[config.mk]
export PLATFORM = sky130hd
export DESIGN_NAME = conv1_relu_pool_flat
export DESIGN_NICKNAME = d
export VERILOG_FILES = /design/src/rtl/conv_pkg.sv /design/src/rtl/conv1_relu_pool_if.sv /design/src/rtl/relu_requant.sv /design/src/rtl/conv1_relu_pool.sv /design/src/flat_wrapper.sv
export SDC_FILE = /design/constraint.sdc
export NUM_CORES = 1
export LEC_CHECK = 0
export BUFFER_PORTS_ARGS = -buffer_cell sky130_fd_sc_hd__buf_2
export CAP_MARGIN = 20
export CELL_PAD_IN_SITES_DETAIL_PLACEMENT = 1
export CELL_PAD_IN_SITES_GLOBAL_PLACEMENT = 2
export CORE_ASPECT_RATIO = 1.4
export CORE_UTILIZATION = 45
export DETAILED_ROUTE_END_ITERATION = 10
export GPL_TIMING_DRIVEN = 0
export HOLD_SLACK_MARGIN = 0.08
export MAX_ROUTING_LAYER = met4
export PLACE_DENSITY = 0.91
export SLEW_MARGIN = 20
export SYNTH_ARGS = -nofsm -noshare
export SYNTH_HDL_FRONTEND = slang
export SYNTH_HIERARCHICAL = 1
export SYNTH_SLANG_ARGS = --single-unit
export TNS_END_PERCENT = 10
[constraint.sdc]
create_clock -name clk -period 5.55 [get_ports clk]
set_input_delay 1.665 -clock clk [delete_from_list [all_inputs] [get_ports clk]]
set_output_delay 1.665 -clock clk [all_outputs]
set_load 0.02 [all_outputs]
[src/rtl/conv_pkg.sv]
// Shared sizing constants for the conv1 post-processing path (ReLU, requant, 2x2 max pool).
package conv_pkg;

  localparam int L1_SIZE       = 24;
  localparam int POOL_SIZE     = L1_SIZE / 2;
  localparam int NUM_CH        = 6;
  localparam int DEF_SHIFT     = 8;
  localparam int DEF_IN_WIDTH  = 32;
  localparam int DEF_OUT_WIDTH = 8;

  function automatic int sat_limit(input int width);
    return (1 << width) - 1;
  endfunction

  localparam int SAT_LIMIT = sat_limit(DEF_OUT_WIDTH);

endpackage

[src/rtl/conv1_relu_pool_if.sv]
// Pixel stream interface between the conv1 accumulators and the pooled feature-map consumer.
interface conv1_relu_pool_if #(
  parameter int IN_WIDTH  = 32,
  parameter int OUT_WIDTH = 8
);

  // Valid-only streams: a beat transfers on every cycle its valid is high.
  // There is no ready; the consumer must take every out_valid beat.
  logic                        in_valid;
  logic signed [IN_WIDTH-1:0]  in_ch0;
  logic signed [IN_WIDTH-1:0]  in_ch1;
  logic signed [IN_WIDTH-1:0]  in_ch2;
  logic signed [IN_WIDTH-1:0]  in_ch3;
  logic signed [IN_WIDTH-1:0]  in_ch4;
  logic signed [IN_WIDTH-1:0]  in_ch5;
  logic                        out_valid;
  logic [OUT_WIDTH-1:0]        out_ch0;
  logic [OUT_WIDTH-1:0]        out_ch1;
  logic [OUT_WIDTH-1:0]        out_ch2;
  logic [OUT_WIDTH-1:0]        out_ch3;
  logic [OUT_WIDTH-1:0]        out_ch4;
  logic [OUT_WIDTH-1:0]        out_ch5;
  logic                        out_last;

  modport master (
    output in_valid, in_ch0, in_ch1, in_ch2, in_ch3, in_ch4, in_ch5,
    input  out_valid, out_ch0, out_ch1, out_ch2, out_ch3, out_ch4, out_ch5, out_last
  );

  modport slave (
    input  in_valid, in_ch0, in_ch1, in_ch2, in_ch3, in_ch4, in_ch5,
    output out_valid, out_ch0, out_ch1, out_ch2, out_ch3, out_ch4, out_ch5, out_last
  );

endinterface

[src/rtl/relu_requant.sv]
// Single-channel ReLU + arithmetic right shift + unsigned saturation, purely combinational.
module relu_requant
  import conv_pkg::*;
#(
  parameter int IN_WIDTH  = DEF_IN_WIDTH,
  parameter int OUT_WIDTH = DEF_OUT_WIDTH,
  parameter int SHIFT     = DEF_SHIFT
) (
  input  logic signed [IN_WIDTH-1:0] acc,
  output logic [OUT_WIDTH-1:0]       q
);

  localparam logic [IN_WIDTH-1:0] LIMIT = IN_WIDTH'(sat_limit(OUT_WIDTH));

  logic [IN_WIDTH-1:0] shifted;

  always_comb begin
    shifted = acc >>> SHIFT;
    // Non-positive inputs clamp to zero before the shift is considered.
    if (acc[IN_WIDTH-1] || (acc == '0)) begin
      q = '0;
    end else if (shifted > LIMIT) begin
      q = LIMIT[OUT_WIDTH-1:0];
    end else begin
      q = shifted[OUT_WIDTH-1:0];
    end
  end

endmodule

[src/rtl/conv1_relu_pool.sv]
// conv1 post-processing: per-channel requant, then 2x2 stride-2 max pooling over a raster stream.
module conv1_relu_pool
  import conv_pkg::*;
#(
  parameter int IN_WIDTH  = DEF_IN_WIDTH,
  parameter int OUT_WIDTH = DEF_OUT_WIDTH,
  parameter int IN_SIZE   = L1_SIZE,
  parameter int SHIFT     = DEF_SHIFT
) (
  input  logic              clk,
  input  logic              rst_n,
  input  logic              clear,
  conv1_relu_pool_if.slave  px
);

  localparam int CW   = $clog2(IN_SIZE);
  localparam int HALF = IN_SIZE / 2;
  localparam int HW   = (HALF > 1) ? $clog2(HALF) : 1;
  localparam logic [CW-1:0] LAST = CW'(IN_SIZE - 1);

  typedef logic [OUT_WIDTH-1:0] pix_t;

  logic signed [IN_WIDTH-1:0] acc [NUM_CH];
  pix_t q_comb [NUM_CH];

  assign acc[0] = px.in_ch0;
  assign acc[1] = px.in_ch1;
  assign acc[2] = px.in_ch2;
  assign acc[3] = px.in_ch3;
  assign acc[4] = px.in_ch4;
  assign acc[5] = px.in_ch5;

  for (genvar i = 0; i < NUM_CH; i++) begin : g_rq
    relu_requant #(
      .IN_WIDTH (IN_WIDTH),
      .OUT_WIDTH(OUT_WIDTH),
      .SHIFT    (SHIFT)
    ) u_rq (
      .acc(acc[i]),
      .q  (q_comb[i])
    );
  end

  // A pixel presented in the same cycle as clear belongs to the aborted frame.
  logic accept;
  assign accept = px.in_valid && !clear;

  logic [CW-1:0] col, row;

  always_ff @(posedge clk or negedge rst_n) begin
    if (!rst_n) begin
      col <= '0;
      row <= '0;
    end else if (clear) begin
      col <= '0;
      row <= '0;
    end else if (px.in_valid) begin
      if (col == LAST) begin
        col <= '0;
        row <= (row == LAST) ? '0 : row + 1'b1;
      end else begin
        col <= col + 1'b1;
      end
    end
  end

  // Stage 1: requantised pixel plus its position tags.
  logic          v1;
  logic [CW-1:0] col1, row1;
  pix_t          q1 [NUM_CH];

  always_ff @(posedge clk or negedge rst_n) begin
    if (!rst_n) begin
      v1   <= 1'b0;
      col1 <= '0;
      row1 <= '0;
    end else begin
      v1 <= accept;
      if (accept) begin
        col1 <= col;
        row1 <= row;
      end
    end
  end

  always_ff @(posedge clk) begin
    if (accept) q1 <= q_comb;
  end

  // Stage 2: horizontal pair max, line buffer, vertical max.
  logic          adv2;
  logic [HW-1:0] lb_idx;
  pix_t          hold    [NUM_CH];
  pix_t          linebuf [HALF][NUM_CH];
  pix_t          h       [NUM_CH];
  pix_t          pooled  [NUM_CH];

  assign adv2   = v1 && !clear;
  assign lb_idx = HW'(col1 >> 1);

  always_comb begin
    for (int i = 0; i < NUM_CH; i++) begin
      h[i]      = (hold[i] > q1[i]) ? hold[i] : q1[i];
      pooled[i] = (linebuf[lb_idx][i] > h[i]) ? linebuf[lb_idx][i] : h[i];
    end
  end

  // Hold and line buffer are always written before being read, so they carry no reset.
  always_ff @(posedge clk) begin
    if (adv2) begin
      if (!col1[0]) begin
        hold <= q1;
      end else if (!row1[0]) begin
        linebuf[lb_idx] <= h;
      end
    end
  end

  logic out_valid_r, out_last_r;
  pix_t out_d [NUM_CH];

  always_ff @(posedge clk or negedge rst_n) begin
    if (!rst_n) begin
      out_valid_r <= 1'b0;
      out_last_r  <= 1'b0;
      for (int i = 0; i < NUM_CH; i++) out_d[i] <= '0;
    end else begin
      out_valid_r <= 1'b0;
      out_last_r  <= 1'b0;
      if (adv2 && col1[0] && row1[0]) begin
        out_valid_r <= 1'b1;
        out_last_r  <= (col1 == LAST) && (row1 == LAST);
        out_d       <= pooled;
      end
    end
  end

  assign px.out_valid = out_valid_r;
  assign px.out_last  = out_last_r;
  assign px.out_ch0   = out_d[0];
  assign px.out_ch1   = out_d[1];
  assign px.out_ch2   = out_d[2];
  assign px.out_ch3   = out_d[3];
  assign px.out_ch4   = out_d[4];
  assign px.out_ch5   = out_d[5];

endmodule

[src/flat_wrapper.sv]
// flat-port wrapper written by rule: the top's interface ports become plain ports
module conv1_relu_pool_flat import conv_pkg::*;
#(
  parameter int IN_WIDTH  = DEF_IN_WIDTH,
  parameter int OUT_WIDTH = DEF_OUT_WIDTH,
  parameter int IN_SIZE   = L1_SIZE,
  parameter int SHIFT     = DEF_SHIFT
)
  (clk, rst_n, clear, px_in_valid, px_in_ch0, px_in_ch1, px_in_ch2, px_in_ch3, px_in_ch4, px_in_ch5, px_out_valid, px_out_ch0, px_out_ch1, px_out_ch2, px_out_ch3, px_out_ch4, px_out_ch5, px_out_last);
  conv1_relu_pool_if #(.IN_WIDTH(IN_WIDTH), .OUT_WIDTH(OUT_WIDTH)) px_i ();
  input  logic clk;
  input  logic rst_n;
  input  logic clear;
  input wire logic [$bits(px_i.in_valid)-1:0] px_in_valid;
  input wire logic [$bits(px_i.in_ch0)-1:0] px_in_ch0;
  input wire logic [$bits(px_i.in_ch1)-1:0] px_in_ch1;
  input wire logic [$bits(px_i.in_ch2)-1:0] px_in_ch2;
  input wire logic [$bits(px_i.in_ch3)-1:0] px_in_ch3;
  input wire logic [$bits(px_i.in_ch4)-1:0] px_in_ch4;
  input wire logic [$bits(px_i.in_ch5)-1:0] px_in_ch5;
  output wire logic [$bits(px_i.out_valid)-1:0] px_out_valid;
  output wire logic [$bits(px_i.out_ch0)-1:0] px_out_ch0;
  output wire logic [$bits(px_i.out_ch1)-1:0] px_out_ch1;
  output wire logic [$bits(px_i.out_ch2)-1:0] px_out_ch2;
  output wire logic [$bits(px_i.out_ch3)-1:0] px_out_ch3;
  output wire logic [$bits(px_i.out_ch4)-1:0] px_out_ch4;
  output wire logic [$bits(px_i.out_ch5)-1:0] px_out_ch5;
  output wire logic [$bits(px_i.out_last)-1:0] px_out_last;
  assign px_i.in_valid = px_in_valid;
  assign px_i.in_ch0 = px_in_ch0;
  assign px_i.in_ch1 = px_in_ch1;
  assign px_i.in_ch2 = px_in_ch2;
  assign px_i.in_ch3 = px_in_ch3;
  assign px_i.in_ch4 = px_in_ch4;
  assign px_i.in_ch5 = px_in_ch5;
  assign px_out_valid = px_i.out_valid;
  assign px_out_ch0 = px_i.out_ch0;
  assign px_out_ch1 = px_i.out_ch1;
  assign px_out_ch2 = px_i.out_ch2;
  assign px_out_ch3 = px_i.out_ch3;
  assign px_out_ch4 = px_i.out_ch4;
  assign px_out_ch5 = px_i.out_ch5;
  assign px_out_last = px_i.out_last;
  conv1_relu_pool #(.IN_WIDTH(IN_WIDTH), .OUT_WIDTH(OUT_WIDTH), .IN_SIZE(IN_SIZE), .SHIFT(SHIFT)) u_core (.clk(clk), .rst_n(rst_n), .clear(clear), .px(px_i));
endmodule
==> flow_summary.yaml, run 1 <==
run_status:
  status: "finished clean"
critical_path:
  cp_slowest_cell: "clkbuf_1"
  crit_top_cell: "clkbuf_1"
  path_class: "flop to flop"
  crit_chain: "buf_2 -> clkbuf_1 -> mux4_2 -> mux2i_1 -> o21ai_0 -> ha_1 -> and4_1 -> a21boi_0 -> o31a_1 -> clkbuf_1 -> nand2b_1 -> clkbuf_1 -> o211ai_1"
  worstPathArrival_ns: 5.05
  required_ns: 6.02
  critPathMaxStageDelay_ns: 0.77
  rrSetupSlack_ns: 0.97
  crit_fanout: 10
  worstSetupEndpointType: "flop"
  start_kind: "flop"
global_routing:
  grt_use_total_pct: 26.6
  grt_pass1_wl_um: 132000
  antenna_found_initial: 0
  grt_pass1_vias: 20700
  grt_start_max_net_pins: 49
  overflow: 0
sta:
  finalSetupViolations: 0
  setup_tns_ns: 0
  worst_slack_ns: 0.973
  tightestPinTransition_ns: 1.23
  fin_crit_ns: 4.58
  fin_hold_ws_ns: 0.475
  final_hold_viol_count: 0
  rsz0062_at_grt: "false"
  relSlewSlack_pct: 17.9
  fmax_mhz: 219
  fin_crit_sh_pct: 82.5
  drv_slew: 0
  fin_skew_ns: 0.0339
power_and_ir_drop:
  powerDensity_nw_per_um2: 333
  p_comb_share_pct: 7.7
  vdd_drop_max_uv: 213
  p_int_mw: 9.52
  p_clk_share_pct: 41.5
  p_total_mw: 12.3
  switching_share_pct: 22.8
  p_switching_mw: 2.81
  seqPwrFrac_pct: 50.8
  leakage_nw: 13.2
cells_and_area:
  final_nets: 2454
  syn_to_final_growth_pct: 17.8
  drive_gt1_share_pct: 25.8
  n_fill_cell: 6489
routing:
  detail-route-antenna-nets: 0
  vias_per_cell: 5.93
  highest_layer: "met4"
  route.met3.wl_um: 6110
  drt-wirelength-per-cell_um: 28.4
  drc: 0
  met2RoutedLength_um: 47800
  num_vias: 18600
  m1WireLength_um: 31000
  wirelength_um: 89400
  dr.pass1.iters: 5
  drt_iter0_markers: 1479
floorplanning:
  rows: 114
  die_w_um: 225
  core_um2: 69000
  initial_core_util_pct: 45.6
  fp.dieH_um: 315
  ios: 246
  die_area_um2: 71000
clock_network:
  clk_path_buf_depth: 3
  cts_sinks: 743
  cts_tree: "done"
  post_cts_buffers: 0
  cts_hold_buf: 0
  cts_root_buf: "clkbuf_16"
  htree_levels: 3
  cts_resized: 0
  cts_buffers: 72
  clk_latency_ns: 0.65
  clk_pin_slew_worst_paths_ns: 0.07
worst_hold_path:
  hold_class: "flop to flop"
logic_synthesis:
  syn-mean-instance-area_um2: 17.0
  synthCells: 1847
  synthFlopType: "edfxtp_1"
  synth_top_area_share_pct: 64.1
  yosysSeqAreaShare_pct: 69.8
  synth_area_leaders: "edfxtp_1 64%, mux4_2 10%, dfrtp_1 5.6%"
  synth_fp_nets: 2141
  synthesis.area_um2: 31500
  synth-warning-count: 6
  synth_top_area_cell: "edfxtp_1"
  async_flop_share_pct: 9.56
  synth_edf_count: 672
  yosysUniqueCellTypes: 47
  synth-seq-cells: 743
placed_design:
  gp_congestion: 0.808
  hpwl_um: 61200
  dp_slack_ns: 0.761
  port_buffers: 190
job:
  maxCapViolations: 0
==> registers in the layout (all words and copies together), names as in the netlist <==
register,flops
u_core/col1,5
u_core/px.out_ch2,8
u_core/q1,48
u_core/row1,5
u_core/px.out_last,1
u_core/v1,1
u_core/linebuf,576
u_core/px.out_ch0,8
u_core/px.out_ch4,8
u_core/hold,48
u_core/px.out_ch3,8
u_core/px.out_ch1,8
u_core/px.out_ch5,8
u_core/col,5
u_core/px.out_valid,1
u_core/row,5
==> worst max-delay path, delay by kind of cell (launching register included) <==
kind                       cells  cell delay [ns]
and+or+nand+nor                2             0.43
AOI/OAI and AO/OA              4             0.88
buffers and inverters          4             1.74
DFF                            1             0.33
muxes                          2             0.59
adders and majority gates      1             0.44
==> cell usage in the layout, fill, tap and decap left out, types with 6 or more instances in the layout <==
cell type,count
edfxtp_1,672
buf_2,210
inv_1,145
mux4_2,139
nand2_1,98
ha_1,98
a21oi_1,94
mux2i_1,93
clkbuf_16,73
dfrtp_1,71
o21ai_0,61
o211ai_1,46
clkbuf_1,41
nand3_1,38
nor2_1,25
nor4_1,25
buf_6,23
buf_4,22
nand4_1,21
buf_16,19
nor2b_1,13
mux2_2,12
buf_12,10
nand2b_1,10
clkinv_1,9
bufinv_16,9
o21ai_1,9
nor2_4,9
and4_1,9
buf_1,8
a22oi_1,8
clkinvlp_4,7
and2_1,7
clkinv_2,6
==> path summary, 6_finish.rpt <==
path                           startpoint                   end  cells after the start
min in group asynchronous           rst_n  u_core/px.out_ch3[5]                      1
max in group asynchronous           rst_n  u_core/px.out_ch0[6]                      2
min                         u_core/q1[45]       u_core/hold[45]                      0
max reg2reg                u_core/col1[2]  u_core/px.out_ch4[6]                     13
max                        u_core/col1[2]  u_core/px.out_ch4[6]                     13
min reg2reg                 u_core/q1[45]       u_core/hold[45]                      0
==> layer usage <==
metal	GRT usage, %	vias to the layer above
met5	-	-
met4	13.7	0
met3	4.04	253
met2	46.9	891
met1	29.0	9643
li1	-	7857
==> kinds of logic after synthesis <==
group                      synth area share (%)
muxes                                      13.8
xor gates and xnor gates                 0.0557
adders and majority gates                  3.90
and+or+nand+nor                            4.45
AOI/OAI and AO/OA                          4.61
DFF                                        69.8
buffers and inverters                      3.44
==> cell type report <==
| class | count | area [um^2] | area share [%] |
|---|---|---|---|
| Antenna cell | 1 | 2.50 | 0.00676 |
| Buffer | 86 | 531 | 1.43 |
| Clock buffer | 90 | 1930 | 5.21 |
| Clock inverter | 41 | 508 | 1.37 |
| Inverter | 147 | 554 | 1.50 |
| Multi-Input combinational cell | 871 | 8520 | 23.0 |
| Sequential cell | 743 | 22000 | 59.3 |
| Tap cell | 928 | 1160 | 3.13 |
| Timing Repair Buffer | 239 | 1880 | 5.07 |
==> metrics by stage <==
step | cells | util (%) | instance area, um^2
2_1_floorplan | 1847 | - | 31500
3_5_place_dp | 3014 | 50.1 | 34600
5_1_grt | 3145 | 53.7 | 37000
6_report | 3146 | 53.7 | 37000
4_1_cts | 3145 | 53.6 | 37000
3_3_place_gp | 2965 | 48.6 | 33600
==> cells in the mapped netlist (3+ instances only) <==
| cell type | count |
|---|---|
| a211o_1 | 3 |
| a211oi_1 | 5 |
| a21boi_0 | 3 |
| a21oi_1 | 94 |
| a221o_1 | 3 |
| a22oi_1 | 8 |
| and2_1 | 7 |
| and4_1 | 9 |
| buf_1 | 9 |
| buf_2 | 20 |
| buf_4 | 12 |
| buf_6 | 16 |
| clkbuf_1 | 28 |
| dfrtp_1 | 71 |
| edfxtp_1 | 672 |
| ha_1 | 98 |
| inv_1 | 146 |
| mux2_2 | 12 |
| mux2i_1 | 93 |
| mux4_1 | 5 |
| mux4_2 | 139 |
| nand2_1 | 98 |
| nand2b_1 | 10 |
| nand3_1 | 38 |
| nand3b_1 | 3 |
| nand4_1 | 21 |
| nor2_1 | 34 |
| nor2b_1 | 14 |
| nor3_1 | 7 |
| nor3b_1 | 4 |
| nor4_1 | 25 |
| o211ai_1 | 46 |
| o21ai_0 | 61 |
| o21ai_1 | 9 |
| o22ai_2 | 3 |
| o31a_1 | 5 |
==> power groups by stage <==
stage / Sequential (mW) / Combinational (mW) / Clock [mW]
2_1_floorplan: 6.37 / 0.597 / 0
3_3_place_gp: 6.39 / 0.837 / 0
3_5_place_dp: 6.39 / 0.933 / 0
4_1_cts: 6.27 / 0.946 / 5.20
5_1_grt: 6.27 / 1.02 / 5.36
6_report: 6.27 / 0.944 / 5.12
Power figures use the tool's default switching activity.
==> run 2, diff against run 1 <==
--- a/config.mk
+++ b/config.mk
@@ -10,12 +10,12 @@
 export CELL_PAD_IN_SITES_DETAIL_PLACEMENT = 1
 export CELL_PAD_IN_SITES_GLOBAL_PLACEMENT = 2
 export CORE_ASPECT_RATIO = 1.4
-export CORE_UTILIZATION = 45
+export CORE_UTILIZATION = 41
 export DETAILED_ROUTE_END_ITERATION = 10
 export GPL_TIMING_DRIVEN = 0
 export HOLD_SLACK_MARGIN = 0.08
 export MAX_ROUTING_LAYER = met4
-export PLACE_DENSITY = 0.91
+export PLACE_DENSITY = 0.88
 export SLEW_MARGIN = 20
 export SYNTH_ARGS = -nofsm -noshare
 export SYNTH_HDL_FRONTEND = slang
==> constraint.sdc (replaced) <==
create_clock -name clk -period 3.9 [get_ports clk]
set_input_delay 1.17 -clock clk [delete_from_list [all_inputs] [get_ports clk]]
set_output_delay 1.17 -clock clk [all_outputs]
set_load 0.02 [all_outputs]
==> flow_summary.yaml, run 2 (synthesized netlist as in run 1, its figures left out) <==
run_status:
  status: "finished clean"
floorplanning:
  die_w_um: 236
  initial_core_util_pct: 41.6
  ios: 246
  die_area_um2: 77900
  rows: 119
  fp.dieH_um: 330
  core_um2: 75600
critical_path:
  worstSetupEndpointType: "flop"
  cp_slowest_cell: "o31a_2"
  required_ns: 4.39
  path_delay_family: "compound AO/OA/AOI/OAI gates"
  crit_fanout: 10
  r2r_start: "u_core/col1[2]"
  cp_num_cells: 13
  crit_top_cell: "buf_2"
  reg2regPathDepth: 13
  crit_buf_inv: 4
  crit_chain: "buf_2 -> clkbuf_4 -> buf_4 -> mux4_2 -> mux2i_1 -> o21ai_0 -> ha_1 -> a211oi_1 -> nor2_1 -> o31a_2 -> nand2b_1 -> buf_2 -> o211ai_1"
  endpoint: "u_core/px.out_ch4[0]"
  startpoint: "u_core/col1[2]"
  path_class: "flop to flop"
  r2r-end: "u_core/px.out_ch4[0]"
  start_kind: "flop"
  rrSetupSlack_ns: 0.11
  worstPathArrival_ns: 4.28
  critPathMaxStageDelay_ns: 0.44
cells_and_area:
  regMostFlops: "u_core/linebuf"
  syn_to_final_growth_pct: 18.8
  layout_common_cells: "672 x edfxtp_1, 199 x buf_2, 143 x inv_1, 139 x mux4_2"
  n_fill_cell: 7225
  drive_gt1_share_pct: 28.1
  multi_input_area_um2: 8800
  fin_cells: 3178
  seq_area_um2: 22000
  largest_reg_flops: 576
  final_nets: 2448
  top_regs: "u_core/linebuf (576), u_core/hold (48), u_core/q1 (48)"
  final_common_cell: "edfxtp_1"
  fin_util_pct: 49.4
  n_antenna_cell: 0
power_and_ir_drop:
  vdd_drop_max_uv: 274
  p_total_mw: 17.5
  powerDensity_nw_per_um2: 468
  leakage_nw: 13.2
job:
  maxCapViolations: 0
clock_network:
  cts_sinks: 743
  clk_pin_slew_worst_paths_ns: 0.07
  cts_buffers: 72
  cts_hold_buf: 0
  cts_root_buf: "clkbuf_16"
  clk_latency_ns: 0.61
  htree_levels: 3
  clk_path_buf_depth: 3
  cts_tree: "done"
routing:
  wirelength_um: 87200
  drc: 0
  detail-route-antenna-nets: 0
  drt_iter0_markers: 1543
  num_vias: 18300
  drt-wirelength-per-cell_um: 27.4
  vias_per_cell: 5.77
  dr.pass1.iters: 5
global_routing:
  grt_start_max_net_pins: 48
  grt_use_total_pct: 23.4
  grt_pass1_wl_um: 130000
  overflow: 0
  antenna_found_initial: 0
  grt_pass1_vias: 20300
sta:
  final_hold_viol_count: 0
  finalSetupViolations: 0
  drv_slew: 0
  rsz0062_at_grt: "true"
  fmax_mhz: 264
  fin_skew_ns: 0.0274
  worst_slack_ns: 0.109
  tightestPinTransition_ns: 1.14
  relSlewSlack_pct: 24.2
  fin_crit_ns: 3.79
  fin_crit_sh_pct: 97.2
  setup_tns_ns: 0
worst_hold_path:
  hold_class: "flop to flop"
placed_design:
  hpwl_um: 60800
  port_buffers: 190
  dp_slack_ns: -0.798
  gp_congestion: 0.789
  place_inst: 3045
[run 2: worst min path at each step]
stage | startpoint | end | cells after the start
2_1_floorplan | u_core/q1[10] | u_core/hold[10] | 0
3_3_place_gp | u_core/q1[47] | u_core/hold[47] | 0
3_5_place_dp | u_core/q1[31] | u_core/hold[31] | 0
4_1_cts | u_core/q1[31] | u_core/hold[31] | 0
5_1_grt | u_core/q1[43] | u_core/hold[43] | 0
6_report | u_core/q1[47] | u_core/hold[47] | 0
[run 2: layout make-up]
type / count / area share, %
Buffer: 82 / 1.66
Timing Repair Buffer: 237 / 4.93
Clock inverter: 44 / 1.29
Clock buffer: 86 / 5.10
Multi-Input combinational cell: 871 / 23.5
Sequential cell: 743 / 58.8
Tap cell: 968 / 3.24
Inverter: 147 / 1.48
[run 2: per-stage QoR]
step                instance area (um^2)  hold WS [ns]
finish                             37400         0.488
global route                       37400         0.502
CTS                                37000         0.486
detailed placement                 34600         0.473
global placement                   33600         0.467
floorplan                          31500         0.450
[run 2: report_power, final]
| part | switching (mW) | internal (mW) | total [mW] |
|---|---|---|---|
| Clock | 3.03 | 4.12 | 7.15 |
| Sequential | 0.0574 | 8.87 | 8.93 |
| Combinational | 0.828 | 0.570 | 1.40 |
[run 2: worst register-to-register path, stage by stage, from the launching register on]
cell,delay (ns)
dfrtp_1,0.33
buf_2,0.22
clkbuf_4,0.30
buf_4,0.29
mux4_2,0.34
mux2i_1,0.27
o21ai_0,0.17
ha_1,0.33
a211oi_1,0.26
nor2_1,0.08
o31a_2,0.44
nand2b_1,0.17
buf_2,0.21
o211ai_1,0.25
[run 2: repair_timing]
item,in CTS,in global routing
buffers inserted,0,7
endpoints found under the setup margin,44,48
hold endpoints to repair,0,0
pin swaps,0,3
gates resized for setup,37,74
[run 2: layer usage]
layer	track usage, %	vias up	part of all wire, %
met5	-	-	0
met4	9.39	0	3.4
met3	3.31	170	6.0
met2	42.6	741	54
met1	25.8	9577	36
li1	-	7845	-
